--- config.mk ---
export PLATFORM = sky130hd
export DESIGN_NAME = mem_access_ctrl
export DESIGN_NICKNAME = d
export VERILOG_FILES = /design/src/rtl/mem_access_ctrl_pkg.sv /design/src/rtl/mem_access_ctrl.sv
export SDC_FILE = /design/constraint.sdc
export NUM_CORES = 1
export LEC_CHECK = 0
export ABC_AREA = 1
export CORE_AREA = 2 2 105 107
export CTS_CLUSTER_DIAMETER = 100
export DETAILED_ROUTE_END_ITERATION = 8
export DIE_AREA = 0 0 107 109
export PLACE_DENSITY = 0.84
export SYNTH_ARGS = -nofsm -noshare
export SYNTH_HDL_FRONTEND = slang
export SYNTH_SLANG_ARGS = --single-unit
--- constraint.sdc ---
create_clock -name clk -period 1.9 [get_ports clk]
set_input_delay 0.57 -clock clk [delete_from_list [all_inputs] [get_ports clk]]
set_output_delay 0.57 -clock clk [all_outputs]
set_load 0.1 [all_outputs]
--- src/rtl/mem_access_ctrl_pkg.sv ---
// Shared state encoding and constants for the data-memory access controller.
package mem_access_ctrl_pkg;

    localparam int unsigned MacStateLen = 2;

    typedef enum logic [MacStateLen-1:0] {
        StIdle = 2'd0,
        StBus  = 2'd1,
        StDone = 2'd2,
        StErr  = 2'd3
    } mac_state_e;

    localparam int unsigned DefaultTimeoutCycles = 16;

endpackage

--- src/rtl/mem_access_ctrl.sv ---
// Load/store controller between the CPU MEM stage and a variable-latency data RAM.
// Define MEM_ACCESS_TIMEOUT_EN to abort a bus access after TIMEOUT_CYCLES cycles without mem_ready.
module mem_access_ctrl
    import mem_access_ctrl_pkg::*;
#(
    parameter int unsigned ADDR_W         = 32,
    parameter int unsigned DATA_W         = 32,
    parameter int unsigned TIMEOUT_CYCLES = DefaultTimeoutCycles
) (
    input  logic              clk,
    input  logic              rst,
    input  logic              cpu_req,
    input  logic              cpu_we,
    input  logic [ADDR_W-1:0] cpu_addr,
    input  logic [DATA_W-1:0] cpu_wdata,
    output logic              cpu_ready,
    output logic              cpu_err,
    output logic [DATA_W-1:0] cpu_rdata,
    output logic              mem_valid,
    output logic              mem_we,
    output logic [ADDR_W-1:0] mem_addr,
    output logic [DATA_W-1:0] mem_wdata,
    input  logic              mem_ready,
    input  logic [DATA_W-1:0] mem_rdata
);

    if (TIMEOUT_CYCLES < 1) begin : g_bad_timeout
        $error("TIMEOUT_CYCLES must be at least 1");
    end

    mac_state_e        state_q, state_d;
    logic [ADDR_W-3:0] addr_q, addr_d;
    logic              we_q, we_d;
    logic [DATA_W-1:0] wdata_q, wdata_d;
    logic [DATA_W-1:0] rdata_q, rdata_d;
    logic              mem_valid_q, mem_valid_d;
    logic              cpu_ready_q, cpu_ready_d;
    logic              cpu_err_q, cpu_err_d;
    logic              timeout;

`ifdef MEM_ACCESS_TIMEOUT_EN
    localparam int unsigned CntW = $clog2(TIMEOUT_CYCLES + 1);

    logic [CntW-1:0] cnt_q, cnt_d;

    // Counter holds the number of BUS cycles already spent without mem_ready.
    always_comb begin
        cnt_d = '0;
        if (state_q == StBus && !mem_ready) begin
            cnt_d = cnt_q + CntW'(1);
        end
    end

    assign timeout = (cnt_q == CntW'(TIMEOUT_CYCLES - 1)) && !mem_ready;

    always_ff @(posedge clk) begin
        if (rst) begin
            cnt_q <= '0;
        end else begin
            cnt_q <= cnt_d;
        end
    end
`else
    assign timeout = 1'b0;
`endif

    always_comb begin
        state_d = state_q;
        addr_d  = addr_q;
        we_d    = we_q;
        wdata_d = wdata_q;
        rdata_d = rdata_q;
        unique case (state_q)
            StIdle: begin
                if (cpu_req) begin
                    if (cpu_addr[1:0] != 2'b00) begin
                        state_d = StErr;
                    end else begin
                        addr_d  = cpu_addr[ADDR_W-1:2];
                        we_d    = cpu_we;
                        wdata_d = cpu_wdata;
                        state_d = StBus;
                    end
                end
            end
            StBus: begin
                if (mem_ready) begin
                    if (!we_q) begin
                        rdata_d = mem_rdata;
                    end
                    state_d = StDone;
                end else if (timeout) begin
                    state_d = StErr;
                end
            end
            StDone, StErr: state_d = StIdle;
            default:       state_d = StIdle;
        endcase
        // Outputs are registered from the next state so they line up with state_q.
        mem_valid_d = (state_d == StBus);
        cpu_ready_d = (state_d == StDone) || (state_d == StErr);
        cpu_err_d   = (state_d == StErr);
    end

    always_ff @(posedge clk) begin
        if (rst) begin
            state_q     <= StIdle;
            addr_q      <= '0;
            we_q        <= 1'b0;
            wdata_q     <= '0;
            rdata_q     <= '0;
            mem_valid_q <= 1'b0;
            cpu_ready_q <= 1'b0;
            cpu_err_q   <= 1'b0;
        end else begin
            state_q     <= state_d;
            addr_q      <= addr_d;
            we_q        <= we_d;
            wdata_q     <= wdata_d;
            rdata_q     <= rdata_d;
            mem_valid_q <= mem_valid_d;
            cpu_ready_q <= cpu_ready_d;
            cpu_err_q   <= cpu_err_d;
        end
    end

    assign cpu_ready = cpu_ready_q;
    assign cpu_err   = cpu_err_q;
    assign cpu_rdata = rdata_q;
    assign mem_valid = mem_valid_q;
    assign mem_we    = we_q;
    assign mem_addr  = {addr_q, 2'b00};
    assign mem_wdata = wdata_q;

endmodule

# Word level (Yosys, flattened, before mapping)
# Cells that the tools add are included.
# word_totals
regBits,100
inputBits,101
# op_classes
eq_ne,6
n_mux,4
bitwise_logic,2
reduce_logical,6
# op_table
operator,n
"equality test 2 bit, second input constant",4
two-way mux 2 bit,3
one-hot mux 2 bit (3 select lines),1
AND reduction 3 bit,2
"equality test 2 x 1 -> 1 bit, second input constant",2
logical NOT 2 bit,1
NOT 1 bit,2
nonzero test 2 bit,1
OR reduction 2 bit,1
logical OR 1 bit,1

# Logic depth before layout (Yosys ltp)
# Gate-level depths: netlist (run 1).
# depth
ltp_word,6
ltp_mapped,7
mapped_depth_nobuf,6

# Least setup slack after synthesis (run 1)
# OpenSTA, ideal clock, no wires.
# synth_path
kind,register -> register
startpoint,reg state_q[1]
endpoint,reg wdata_q[0] (netlist: mem_wdata[0])
setup_time_ns,0.064
t_arrival_ns,1.656
t_required_ns,1.836
path_slack_ns,0.180
path_stages_with_launch,7
n_path_buf,2
period_less_slack_ns,1.720
path_cell_list,dfxtp_1 -> nor2_2 -> buf_4 -> buf_2 -> nand4_1 -> nand2_1 -> nor2_1
# synth_between
elab_chain_cells,2
# synth_lines
element,line,source
"start, declared",mem_access_ctrl.sv:31,"mac_state_e state_q, state_d;"
"start signal, assigned",mem_access_ctrl.sv:107,state_q <= StIdle;
"start signal, assigned",mem_access_ctrl.sv:116,state_q <= state_d;
logical NOT 2 bit,mem_access_ctrl.sv:73,unique case (state_q)
AND reduction 3 bit (no line),-,
"end signal, assigned",mem_access_ctrl.sv:119,wdata_q <= wdata_d;
"end, declared",mem_access_ctrl.sv:34,"logic [DATA_W-1:0] wdata_q, wdata_d;"
# Every way passes these cells.
# A chain may end at the register's enable or synchronous reset.

==> results of run 1 <==
-- metal layers --
metal | wire, um | up-vias
li1 | - | 2522
met1 | 5187 | 2107
met2 | 6389 | 194
met3 | 1259 | 31
met4 | 437 | 0
met5 | 0 | -
-- worst max path at each step --
| stage | from | endpoint | slack [ns] | cells after the start |
|---|---|---|---|---|
| 2_1_floorplan | state_q[1] | mem_wdata[0] | 0.18 | 6 |
| 3_3_place_gp | cpu_addr[1] | addr_q[10] | 0.08 | 7 |
| 3_5_place_dp | cpu_addr[1] | addr_q[2] | -0.03 | 7 |
| 4_1_cts | state_q[1] | cpu_ready | 0.27 | 1 |
| 5_1_grt | state_q[1] | cpu_ready | 0.25 | 1 |
| 6_report | state_q[1] | cpu_ready | 0.29 | 1 |
-- power by group through the flow --
stage | clock network, W | registers (W) | logic [W]
5_1_grt | 0.00153 | 0.00233 | 0.00223
3_5_place_dp | 0 | 0.00237 | 0.00212
4_1_cts | 0.00144 | 0.00232 | 0.00212
3_3_place_gp | 0 | 0.00236 | 0.00209
2_1_floorplan | 0 | 0.00313 | 0.000483
6_report | 0.00140 | 0.00232 | 0.00211
-- area by class of cell --
class | count | area [um^2]
Inverter | 224 | 840.8
Tap cell | 140 | 175.2
Multi-Input combinational cell | 397 | 1695
Fill cell | 751 | 2555
Sequential cell | 99 | 1982
Clock buffer | 11 | 151.4
Timing Repair Buffer | 214 | 3153
Clock inverter | 4 | 50.05
-- cell families after synthesis --
logic type,Yosys count,synth area share [%]
AO/OA/AOI/OAI,2,0.2109
other,1,0.07910
flip-flops,99,41.81
buffers and inverters,269,22.78
AND/OR/NAND/NOR,393,35.13
-- sequential cells by signal (all words and copies together) (netlist names) --
signal     cells
mem_valid      1
addr_q        30
cpu_rdata     32
cpu_err        1
state_q        2
mem_we         1
mem_wdata     32
-- tightest hold or removal path, cell delays in order, from the launching register on --
cell and delay, ns:
dfxtp_1 0.34, nor2_1 0.10, nor2_1 0.05
-- stage by stage --
| stage | instance area, um^2 | util, % | cells | setup TNS [ns] | hold slack (ns) |
|---|---|---|---|---|---|
| 2_1_floorplan | 4745 | - | 765 | 0 | 0.5165 |
| 3_3_place_gp | 7846 | 74.00 | 1074 | 0 | 0.5076 |
| 3_5_place_dp | 7846 | 74.00 | 1074 | -0.02703 | 0.5124 |
| 4_1_cts | 8048 | 75.90 | 1089 | 0 | 0.5253 |
| 5_1_grt | 8048 | 75.90 | 1089 | 0 | 0.5509 |
| 6_report | 8048 | 75.90 | 1089 | 0 | 0.5225 |
-- cells in the mapped netlist, drive strengths merged --
library cell / number / share of area (%)
clkbuf: 2 / 0.16
buf: 43 / 4.9
dfxtp: 99 / 42
a21oi: 1 / 0.11
nor2: 132 / 11
nand2: 195 / 15
nand3: 2 / 0.32
o21ai: 1 / 0.11
inv: 223 / 18
nand4: 63 / 8.3
nand3b: 1 / 0.16
clkinv: 1 / 0.079
conb: 1 / 0.079
==> impl_results.md, run 1 <==
* Power Total at 0.005826 W
* Top-level port count at 201
* CTS root buffer: clkbuf_8
* Critical R2R Capture: addr_q[2]
* Fin. max-slew vios at 0
* PD cells at 723.9 nW/um^2
* Area growth syn-to-layout at 69.75%
* Post-Syn Area at 4741 um^2
* Mapped Avg Cell Area at 6.205 um^2
* Skew-Pair Late Insertion Delay at 0.35 ns
* Clock Skews at 0.01095 ns
* Chip height at 109 um
* Final Hold Viols at 0
* Switching share of power at 37.15%
* HPWL after DPL at 9.964 mm
* CTS buffer count at 9
* Hold path cells at 2
* Initial antenna violation count at 0
* First-pass GRT wire length at 21.38 mm
* Arrival time at the worst endpoint at 1.04 ns
* Worst R2R Start: state_q[1]
* Period Utilization, post-route at 84.98%
* Setup Buffers After CTS at 0
* Worst-path cell chain: buf_12
* Die area at 11,660 um^2
* Final setup fails at 0
* Delay-heaviest family, CP: flip-flops
* Outcome: finished clean
* Vias at 4,854
* Critical path type: reg2out
* Hold crit path type: reg2reg
* Post-synthesis sequential area ratio at 41.81%
* Starting Density at 44.71%
* ANT nets after route at 0
* Worst Setup End Kind: primary output
* Busiest grt layer: met2
* Iter 0 DRT Violations at 290
* Die W at 107 um
* Pre-CTS setup slack at -0.02703 ns
* DRC at 0
* Slowest cell delay on critical path at 0.47 ns
* Drt first pass iters at 4
* Placer Congestion at 0.8010
* Seq pwr share at 39.8%
* IO buf count at 198
* FP Rows at 38
* Synth unique cells at 20
* Hold path startpoint: cpu_rdata[23]
* DR vias/cell at 4.457
* Post-Syn Instances at 764
* Commonest non-fill, non-tap cell in the layout: inv_1
* Post_cts resized at 0
* Worst-path clk slew at 0.09 ns
* MaxCap Viol Count at 0
* Worst Hold Endpoint: cpu_rdata[23]
* Detailed Route WL at 13.27 mm
* GR Util All Layers at 22.87%
* M2 GR Usage at 38.81%
* Commonest non-fill, non-tap cells in the layout: inv_1, nand2_1, nor2_1, buf_12
* CTS tree: built
* Setup ws final at 0.2854 ns
* CP max FO at 3
* Remaining global-route overflow at 0
* Core footprint at 10,600 um^2
* H-tree depth at 3
* RSZ-0062 raised after global routing: no
* Vias in the first global route at 4,549
* Hold_buf cts at 0
* Crit-path slowest cell: dfxtp_1
* Post-layout minimum cycle time at 1.615 ns
* Int Pwr at 0.003662 W
* Required @ worst endpoint at 1.33 ns
* Worst Reg2Reg Path Length in Cells at 6
* Met1 track demand over resource at 26.56%
* Max rail drop VDD at 0.0004413 V
* Setup crit start kind: register
* Diode count at 0
* R2r setup slk at 0.49 ns
* Clock share of power at 24.0%
* WP buf/inv at 1
* Routed len/inst at 12.19 um
* Nets at 1,046
* P_leak at 3.986 nW
* Met3 Resource Use GR at 7.412%
* P_sw at 0.002164 W
* Largest net degree at the start of global routing at 48
* Comb power frac at 36.2%
* Layout cells sized above 1 at 14.44%
* CTS Buffer Depth at 2
* Max Fclk at 0.6193 GHz
* Number of synthesis warnings at 0
* Seq cells post-synth at 99
* Clock Sinks at 99
Power figures use the tool's default switching activity.
==> run 2, diff against run 1 <==
--- a/config.mk
+++ b/config.mk
@@ -6,11 +6,11 @@
 export NUM_CORES = 1
 export LEC_CHECK = 0
 export ABC_AREA = 1
-export CORE_AREA = 2 2 105 107
+export CORE_AREA = 2 2 109 111
 export CTS_CLUSTER_DIAMETER = 100
 export DETAILED_ROUTE_END_ITERATION = 8
-export DIE_AREA = 0 0 107 109
-export PLACE_DENSITY = 0.84
+export DIE_AREA = 0 0 111 113
+export PLACE_DENSITY = 0.79
 export SYNTH_ARGS = -nofsm -noshare
 export SYNTH_HDL_FRONTEND = slang
 export SYNTH_SLANG_ARGS = --single-unit
==> constraint.sdc (replaced) <==
create_clock -name clk -period 1.5 [get_ports clk]
set_input_delay 0.45 -clock clk [delete_from_list [all_inputs] [get_ports clk]]
set_output_delay 0.45 -clock clk [all_outputs]
set_load 0.1 [all_outputs]
==> impl_results.md, run 2 (synthesized netlist as in run 1, its figures left out) <==
* Drt first pass iters at 4
* Core footprint at 11,270 um^2
* Hold_buf cts at 0
* Layout cells sized above 1 at 14.62%
* Die area at 12,540 um^2
* RSZ-0062 raised after global routing: no
* Crit-path slowest cell: dfxtp_1
* Iter 0 DRT Violations at 360
* MaxCap Viol Count at 0
* Power Total at 0.007948 W
* M2 GR Usage at 33.95%
* Met3 Resource Use GR at 8.945%
* IO buf count at 198
* Fillers at 864
* Commonest non-fill, non-tap cells in the layout: inv_1, nand2_1, nor2_1, buf_12, clkdlybuf4s50_1
* GR Util All Layers at 21.08%
* Worst-path cell chain: buf_12
* Routed len/inst at 11.89 um
* Clock Skews at 0.004878 ns
* FF+latch area at 1984 um^2
* Placer Congestion at 0.7445
* CTS tree: built
* ANT nets after route at 0
* DR vias/cell at 4.419
* Critical path type: reg2out
* Final Hold Viols at 0
* Area of the multi-input gates at 1695 um^2
* DRC at 0
* PD cells at 970.0 nW/um^2
* CTS Buffer Depth at 2
* Post-DP Area at 7898 um^2
* Largest net degree at the start of global routing at 66
* Worst Setup End Kind: primary output
* Area growth syn-to-layout at 72.84%
* Detailed Route WL at 13.01 mm
* Diode count at 0
* Design Area, Final at 8194 um^2
* Slowest cell delay on critical path at 0.41 ns
* Initial antenna violation count at 0
* Pre-CTS setup slack at -0.2564 ns
* Post-layout minimum cycle time at 1.407 ns
* Hold crit path type: reg2reg
* Top-level port count at 201
* CP max FO at 2
* Outcome: finished clean
* Setup crit start kind: register
* P_leak at 4.047 nW
* Nets at 1,047
* Commonest non-fill, non-tap cell in the layout: inv_1
* Post_cts resized at 0
* Period Utilization, post-route at 93.80%
* H-tree depth at 3
* WP buf/inv at 1
* FP Rows at 39
* Chip height at 113 um
* Max rail drop VDD at 0.0007166 V
* Arrival time at the worst endpoint at 0.96 ns
* Starting Density at 42.06%
* Skew-Pair Late Insertion Delay at 0.35 ns
* Vias at 4,834
* Final setup fails at 0
* Vias in the first global route at 4,419
* Met1 track demand over resource at 25.48%
* Max Fclk at 0.7107 GHz
* CTS buffer count at 9
* First-pass GRT wire length at 21.31 mm
* Required @ worst endpoint at 1.05 ns
* HPWL after DPL at 9.482 mm
* Remaining global-route overflow at 0
* Die W at 111 um
* CTS root buffer: clkbuf_16
* Clock Sinks at 99
* Setup ws final at 0.09299 ns
* Fin. max-slew vios at 0
* Setup Buffers After CTS at 0
* Setup_tns at 0 ns
* Busiest grt layer: met2
* Delay-heaviest family, CP: flip-flops
* Worst-path clk slew at 0.07 ns
==> run 2: cell types whose count changed in the layout (fill, tap and decap cells not counted), sizes merged <==
cell | before | now
clkbuf | 11 | 12
buf | 115 | 116
==> run 2: worst paths after layout <==
path / start / endpoint / slack (ns) / depth (start not counted)
setup / recovery: cpu_rdata[0] / cpu_rdata[0] / 0.09 / 1
hold / removal: cpu_rdata[29] / cpu_rdata[29] / 0.52 / 2
setup reg to reg: state_q[1] / addr_q[12] / 0.16 / 6
hold reg to reg: cpu_rdata[29] / cpu_rdata[29] / 0.52 / 2
==> run 2: where the power goes <==
part | switching (W) | leakage, nW | total [W] | internal [W]
clock network | 0.000984 | 0.139 | 0.00232 | 0.00134
logic | 0.00166 | 3.10 | 0.00269 | 0.00103
registers | 0.000157 | 0.808 | 0.00294 | 0.00278
==> run 2: stage by stage <==
| step | hold WS (ns) | instances | utilization, % |
|---|---|---|---|
| 2_1_floorplan | 0.5074 | 765 | - |
| 3_3_place_gp | 0.5080 | 1078 | 70.06 |
| 3_5_place_dp | 0.5112 | 1078 | 70.06 |
| 4_1_cts | 0.5198 | 1094 | 72.69 |
| 5_1_grt | 0.5397 | 1094 | 72.69 |
| 6_report | 0.5172 | 1094 | 72.69 |
==> run 2: area by class of cell <==
cell class	count	area share (%)
Clock buffer	12	3.008
Clock inverter	4	0.6108
Inverter	224	10.26
Multi-Input combinational cell	397	20.69
Sequential cell	99	24.22
Tap cell	143	2.184
Timing Repair Buffer	215	39.03
==> run 2: per-layer routing <==
metal | vias up | share of wire (%)
met5 | - | 0
met1 | 2089 | 41
met2 | 194 | 46
met3 | 17 | 11
met4 | 0 | 2.0
li1 | 2534 | -
